File: src/rtl/pc_pkg.sv
// Shared op encodings for the program-counter / call unit.
package pc_pkg;

  localparam int unsigned PC_OP_W = 3;

  localparam logic [PC_OP_W-1:0] PC_OP_HOLD = 3'd0;
  localparam logic [PC_OP_W-1:0] PC_OP_INC  = 3'd1;
  localparam logic [PC_OP_W-1:0] PC_OP_LOAD = 3'd2;
  localparam logic [PC_OP_W-1:0] PC_OP_REL  = 3'd3;
  localparam logic [PC_OP_W-1:0] PC_OP_CALL = 3'd4;
  localparam logic [PC_OP_W-1:0] PC_OP_RET  = 3'd5;
  localparam logic [PC_OP_W-1:0] PC_OP_RSTV = 3'd6;
  localparam logic [PC_OP_W-1:0] PC_OP_RSVD = 3'd7;

endpackage

File: src/rtl/pc_call_unit_ret_stack.sv
// Hardware return-address LIFO. PC_STACK_GUARD_EN selects guarded (sticky error)
// versus circular overwrite-oldest behaviour.
module ret_stack #(
  parameter int unsigned ADDR_WIDTH  = 16,
  parameter int unsigned STACK_DEPTH = 8
) (
  input  logic                  clk,
  input  logic                  reset,
  input  logic                  push,
  input  logic                  pop,
  input  logic [ADDR_WIDTH-1:0] push_data,
  output logic [ADDR_WIDTH-1:0] pop_data_c,
  output logic                  pop_valid_c,
  output logic                  empty,
  output logic                  full,
  output logic                  err
);

  localparam int unsigned PTR_W = $clog2(STACK_DEPTH);
  localparam int unsigned CNT_W = $clog2(STACK_DEPTH + 1);

  logic [ADDR_WIDTH-1:0] mem [STACK_DEPTH];
  logic [PTR_W-1:0]      wptr_q, wptr_d;
  logic [CNT_W-1:0]      count_q, count_d;
  logic                  empty_q, full_q;
  logic                  wr_en;
`ifdef PC_STACK_GUARD_EN
  logic                  err_q, err_d;
`endif

  assign pop_data_c  = mem[wptr_q - PTR_W'(1)];
  assign pop_valid_c = ~empty_q;
  assign empty       = empty_q;
  assign full        = full_q;

  // Pointer/count update; one stack op per cycle at most.
  always_comb begin
    wptr_d  = wptr_q;
    count_d = count_q;
    wr_en   = 1'b0;
`ifdef PC_STACK_GUARD_EN
    err_d   = err_q;
`endif
    if (push) begin
`ifdef PC_STACK_GUARD_EN
      if (!full_q) begin
        wr_en   = 1'b1;
        wptr_d  = wptr_q + PTR_W'(1);
        count_d = count_q + CNT_W'(1);
      end else begin
        err_d = 1'b1;
      end
`else
      wr_en  = 1'b1;
      wptr_d = wptr_q + PTR_W'(1);
      if (!full_q) count_d = count_q + CNT_W'(1);
`endif
    end else if (pop) begin
      if (!empty_q) begin
        wptr_d  = wptr_q - PTR_W'(1);
        count_d = count_q - CNT_W'(1);
      end
`ifdef PC_STACK_GUARD_EN
      else begin
        err_d = 1'b1;
      end
`endif
    end
  end

  always_ff @(posedge clk) begin
    if (!reset) begin
      wptr_q  <= '0;
      count_q <= '0;
      empty_q <= 1'b1;
      full_q  <= 1'b0;
    end else begin
      wptr_q  <= wptr_d;
      count_q <= count_d;
      empty_q <= (count_d == CNT_W'(0));
      full_q  <= (count_d == CNT_W'(STACK_DEPTH));
    end
  end

  // Storage is intentionally not cleared by reset.
  always_ff @(posedge clk) begin
    if (reset && wr_en) mem[wptr_q] <= push_data;
  end

`ifdef PC_STACK_GUARD_EN
  always_ff @(posedge clk) begin
    if (!reset) err_q <= 1'b0;
    else        err_q <= err_d;
  end
  assign err = err_q;
`else
  assign err = 1'b0;
`endif

endmodule

File: src/rtl/pc_call_unit.sv
// Program counter with increment, load, relative branch and CALL/RET via ret_stack.
// Optional guarded stack behaviour under PC_STACK_GUARD_EN.
module pc_call_unit
  import pc_pkg::*;
#(
  parameter int unsigned ADDR_WIDTH   = 16,
  parameter int unsigned DISP_WIDTH   = 8,
  parameter int unsigned STACK_DEPTH  = 8,
  parameter int unsigned RESET_VECTOR = 0
) (
  input  logic                  clk,
  input  logic                  reset,
  input  logic                  pc_en,
  input  logic [PC_OP_W-1:0]    pc_op,
  input  logic [ADDR_WIDTH-1:0] pc_in,
  input  logic [DISP_WIDTH-1:0] disp,
  output logic [ADDR_WIDTH-1:0] pc_out,
  output logic                  stack_empty,
  output logic                  stack_full,
  output logic                  stack_err
);

  localparam logic [ADDR_WIDTH-1:0] RV = ADDR_WIDTH'(RESET_VECTOR);

  logic [ADDR_WIDTH-1:0] pc_q, pc_d, pc_inc, disp_ext;
  logic [ADDR_WIDTH-1:0] pop_data;
  logic                  pop_valid;
  logic                  do_push, do_pop;

  assign pc_inc   = pc_q + ADDR_WIDTH'(1);
  assign disp_ext = ADDR_WIDTH'($signed(disp));
  assign do_push  = pc_en && (pc_op == PC_OP_CALL);
  assign do_pop   = pc_en && (pc_op == PC_OP_RET);

  ret_stack #(
    .ADDR_WIDTH  (ADDR_WIDTH),
    .STACK_DEPTH (STACK_DEPTH)
  ) u_ret_stack (
    .clk         (clk),
    .reset       (reset),
    .push        (do_push),
    .pop         (do_pop),
    .push_data   (pc_inc),
    .pop_data_c  (pop_data),
    .pop_valid_c (pop_valid),
    .empty       (stack_empty),
    .full        (stack_full),
    .err         (stack_err)
  );

  // Next-PC select.
  always_comb begin
    pc_d = pc_q;
    if (pc_en) begin
      case (pc_op)
        PC_OP_INC:  pc_d = pc_inc;
        PC_OP_LOAD: pc_d = pc_in;
        PC_OP_REL:  pc_d = pc_inc + disp_ext;
        PC_OP_CALL: pc_d = pc_in;
        PC_OP_RET: begin
          if (pop_valid) pc_d = pop_data;
`ifdef PC_STACK_GUARD_EN
          else           pc_d = pc_q;
`else
          else           pc_d = RV;
`endif
        end
        PC_OP_RSTV: pc_d = RV;
        default:    pc_d = pc_q;
      endcase
    end
  end

  always_ff @(posedge clk) begin
    if (!reset) pc_q <= RV;
    else        pc_q <= pc_d;
  end

  assign pc_out = pc_q;

endmodule

File: config.mk
export PLATFORM = sky130hd
export DESIGN_NAME = pc_call_unit
export DESIGN_NICKNAME = d
export VERILOG_FILES = /design/src/rtl/pc_pkg.sv /design/src/rtl/pc_call_unit_ret_stack.sv /design/src/rtl/pc_call_unit.sv
export SDC_FILE = /design/constraint.sdc
export NUM_CORES = 1
export LEC_CHECK = 0
export CAP_MARGIN = 20
export CORE_ASPECT_RATIO = 0.5
export CORE_UTILIZATION = 40
export CTS_CLUSTER_DIAMETER = 200
export CTS_CLUSTER_SIZE = 25
export DETAILED_ROUTE_END_ITERATION = 10
export HOLD_SLACK_MARGIN = 0.12
export PLACE_DENSITY_LB_ADDON = 0.2
export SLEW_MARGIN = 0
export SYNTH_ARGS = -nofsm -noshare
export SYNTH_HDL_FRONTEND = slang
export SYNTH_SLANG_ARGS = --single-unit
export TNS_END_PERCENT = 50
File: constraint.sdc
create_clock -name clk -period 6.55 [get_ports clk]
set_clock_uncertainty 0.05 [all_clocks]
set_input_delay 0.9825 -clock clk [delete_from_list [all_inputs] [get_ports clk]]
set_output_delay 0.9825 -clock clk [all_outputs]
set_load 0.01 [all_outputs]
==> results.yml <==
route:
  drc: 0
  vias: 5213
  viasPerCell: 5.75
  detail-route-antenna-nets: 0
  drt_wl_total_um: 19800
  avgRoutedWirePerCell_um: 21.8
  first_pass_iters: 6
  drtIter0Drc: 433
critical_path:
  path_max_fanout: 9
  crit_start: "pc_out[0]"
  worstRegToRegCells: 11
  crit_path_end_kind: "flop"
  crit_slowest_cell: "xnor2_1"
  worst-path-buf-inv: 0
  arrival_ns: 4.09
  critPathKind: "reg2reg"
  crit_family: "compound AO/OA/AOI/OAI gates"
  crit_chain: "ha_1, and4_1, nand3_1, xnor2_1, ha_1, a21oi_1, o21ai_0, a21oi_1, o31a_1, o311a_1, nand3_1"
  start_kind: "flop"
  rrSetupSlack_ns: 2.71
  critical_path.max_stage_delay_ns: 0.90
  worst_r2r_endpoint: "pc_out[15]"
  critPathRequiredTime_ns: 6.80
  r2r_start: "pc_out[0]"
sta:
  finalHoldViolCount: 0
  worst_slack_ns: 2.71
  finalCriticalPeriod_ns: 3.84
  fmax_ghz: 0.260
  tns_ns: 0
  drv_slew: 0
  relSlewSlack_pct: 24.5
  tightestPinTransition_ns: 1.13
  setup_violations: 0
  rsz0062_at_grt: "false"
  timing.hold.ws_ns: 0.484
  fin_crit_sh_pct: 58.7
yosys:
  yosysWarnings: 0
  synthTopCellsByArea: "edfxtp_1 (50%), mux4_2 (6.7%), dfxtp_1 (6.5%), ha_1 (3.3%), mux4_1 (3.1%)"
  ys_ff_latch: 153
  synth-async-reset-ratio_pct: 0
  synth_top_cell_by_area: "edfxtp_1"
  netlist_instances: 584
  synth_area_mm2: 0.00769
  synthMostInstantiatedCell: "edfxtp_1"
  synth_commonest_cells: "edfxtp_1 (128), nand2_1 (45), nor2_1 (43)"
  synth_top_area_share_pct: 50.0
  yosysUniqueCellTypes: 66
  syn_avg_cell_area_um2: 13.2
  synth_edf_count: 128
  ys_seq_area_share_pct: 56.5
  synth.net_count: 635
  ys.flop_type: "edfxtp_1"
cts:
  cts_resized: 0
  insertion_delay_ns: 0.41
  postCtsSetupBuffers: 0
  clk_path_buf_depth: 2
  postCtsHoldBufs: 0
  cts_buffers: 17
  cts_tree: "yes"
  cts-root-buf: "clkbuf_16"
  h-tree-depth: 4
  clock-sinks: 153
  clk_pin_slew_ns: 0.07
cells_and_area:
  synthToLayoutAreaGrowth_pct: 17.5
  fin_cells: 907
  nets: 686
  fill_cells: 1634
  antenna_cells: 0
  drive_above_1_share_pct: 13.3
  stdcell_area_mm2: 0.00904
floorplan:
  die-area_mm2: 0.0198
  fp.dieW_um: 198
  initial_core_util_pct: 41.3
  core_area_mm2: 0.0186
  die_h_um: 100
  num_rows: 35
  num_io_pins: 49
global_route:
  overflow: 0
  grt_pass1_vias: 4982
  grt_pass1_wl_um: 30000
  grt_max_degree: 37
  track_usage_pct: 20.8
  antenna_found_initial: 0
pwr:
  power_density_mw_per_mm2: 267
  vdd_ir_drop_max_mv: 0.212
  p_leak_nw: 3.12
status:
  outcome: "completed"
min_path:
  min_from: "u_ret_stack.count_q[3]"
  worstHoldPathType: "reg2reg"
  worstHoldEndpoint: "u_ret_stack.count_q[3]"
  min_path_cells: 2
place:
  io_buffers: 47
  placedCellCount: 874
  pre_cts_slack_ns: 2.43
  hpwl_um: 13800
  dpl-instance-area_mm2: 0.00842
  gp_congestion: 0.860
job:
  cap_violations: 0
-- worst max-delay path by stage --
stage,end,depth (start not counted),slack (ns)
after floorplan,u_ret_stack.mem[1][0],4,3.39
after global placement,u_ret_stack.mem[3][13],5,2.53
after detailed placement,u_ret_stack.mem[3][13],5,2.43
after CTS,pc_out[15],11,2.62
after global routing,pc_out[9],11,2.27
final,pc_out[15],11,2.71
-- worst reg2reg max path, stage by stage (launching register included) --
cell and delay, ns:
dfxtp_1 0.42, ha_1 0.23, and4_1 0.33, nand3_1 0.23, xnor2_1 0.90, ha_1 0.45
a21oi_1 0.22, o21ai_0 0.15, a21oi_1 0.23, o31a_1 0.26, o311a_1 0.18, nand3_1 0.06
-- area by class of cell --
| class | count | area [um2] | area share [%] |
|---|---|---|---|
| clock buffer | 17 | 425 | 4.71 |
| clock inverter | 15 | 180 | 1.99 |
| inverter | 18 | 67.6 | 0.748 |
| multi-input combinational | 385 | 3130 | 34.6 |
| sequential | 153 | 4350 | 48.1 |
| tap | 259 | 324 | 3.59 |
| timing repair buffer | 60 | 568 | 6.29 |
-- metal layers --
| layer | up-vias | track usage, % | share of wire (%) |
|---|---|---|---|
| met4 | 0 | 5.84 | 1.5 |
| met3 | 20 | 3.76 | 5.3 |
| met1 | 2630 | 31.6 | 50 |
| met2 | 166 | 30.4 | 43 |
| li1 | 2397 | - | - |
| met5 | - | 0 | 0 |
-- cell families (layout without fill, tap and decap cells) --
family | Yosys count | in the layout | share of synthesized area [%]
buf+inv | 46 | 110 | 3.03
fa+ha+maj | 24 | 24 | 3.90
other cells | 1 | 1 | 0.0487
flops | 153 | 153 | 56.5
xor+xnor | 29 | 29 | 3.55
simple gates | 158 | 158 | 10.0
compound gates | 120 | 120 | 10.3
mux | 53 | 53 | 12.7
-- registers in the layout, indices dropped and copies added (netlist names) --
name / count
u_ret_stack.empty: 1
pc_out: 16
u_ret_stack.count_q: 4
u_ret_stack.mem: 128
u_ret_stack.full: 1
u_ret_stack.wptr_q: 3
-- through the flow --
step                      total power [W]  utilization (%)
after floorplan                   0.00131                -
after global placement            0.00142             45.3
after detailed placement          0.00143             45.3
after CTS                         0.00242             48.5
after global routing              0.00249             48.6
final                             0.00241             48.6
-- report_power, final --
part           internal (W)  switching [W]  leakage (nW)  total, W
clock network      0.000577       0.000425         0.294   0.00100
logic              0.000128       0.000186          1.47  0.000314
registers           0.00108      0.0000198          1.36   0.00110
-- cell usage in the layout (no fill, tap or decap), types with 3 or more instances in the layout --
master	instances
and4bb_2	3
mux4_1	9
nor3_1	6
or3_1	3
clkbuf_16	17
o21ai_0	26
clkdlybuf4s50_1	47
xnor2_1	18
mux2_2	8
buf_4	13
maj3_1	3
o221ai_1	5
xor2_1	10
nor3_2	3
ha_1	20
a21oi_1	36
a21boi_0	3
and3_1	7
nand2b_1	4
nand2_1	45
mux4_2	23
mux2i_1	13
a2111oi_0	4
o211ai_1	4
nand3_1	19
o22ai_1	3
nand4_1	7
a21o_1	5
a221oi_1	7
a31oi_1	4
nor2_1	43
edfxtp_1	128
inv_1	18
dfxtp_1	24
inv_6	6
and2_1	4
Power figures use the tool's default switching activity.
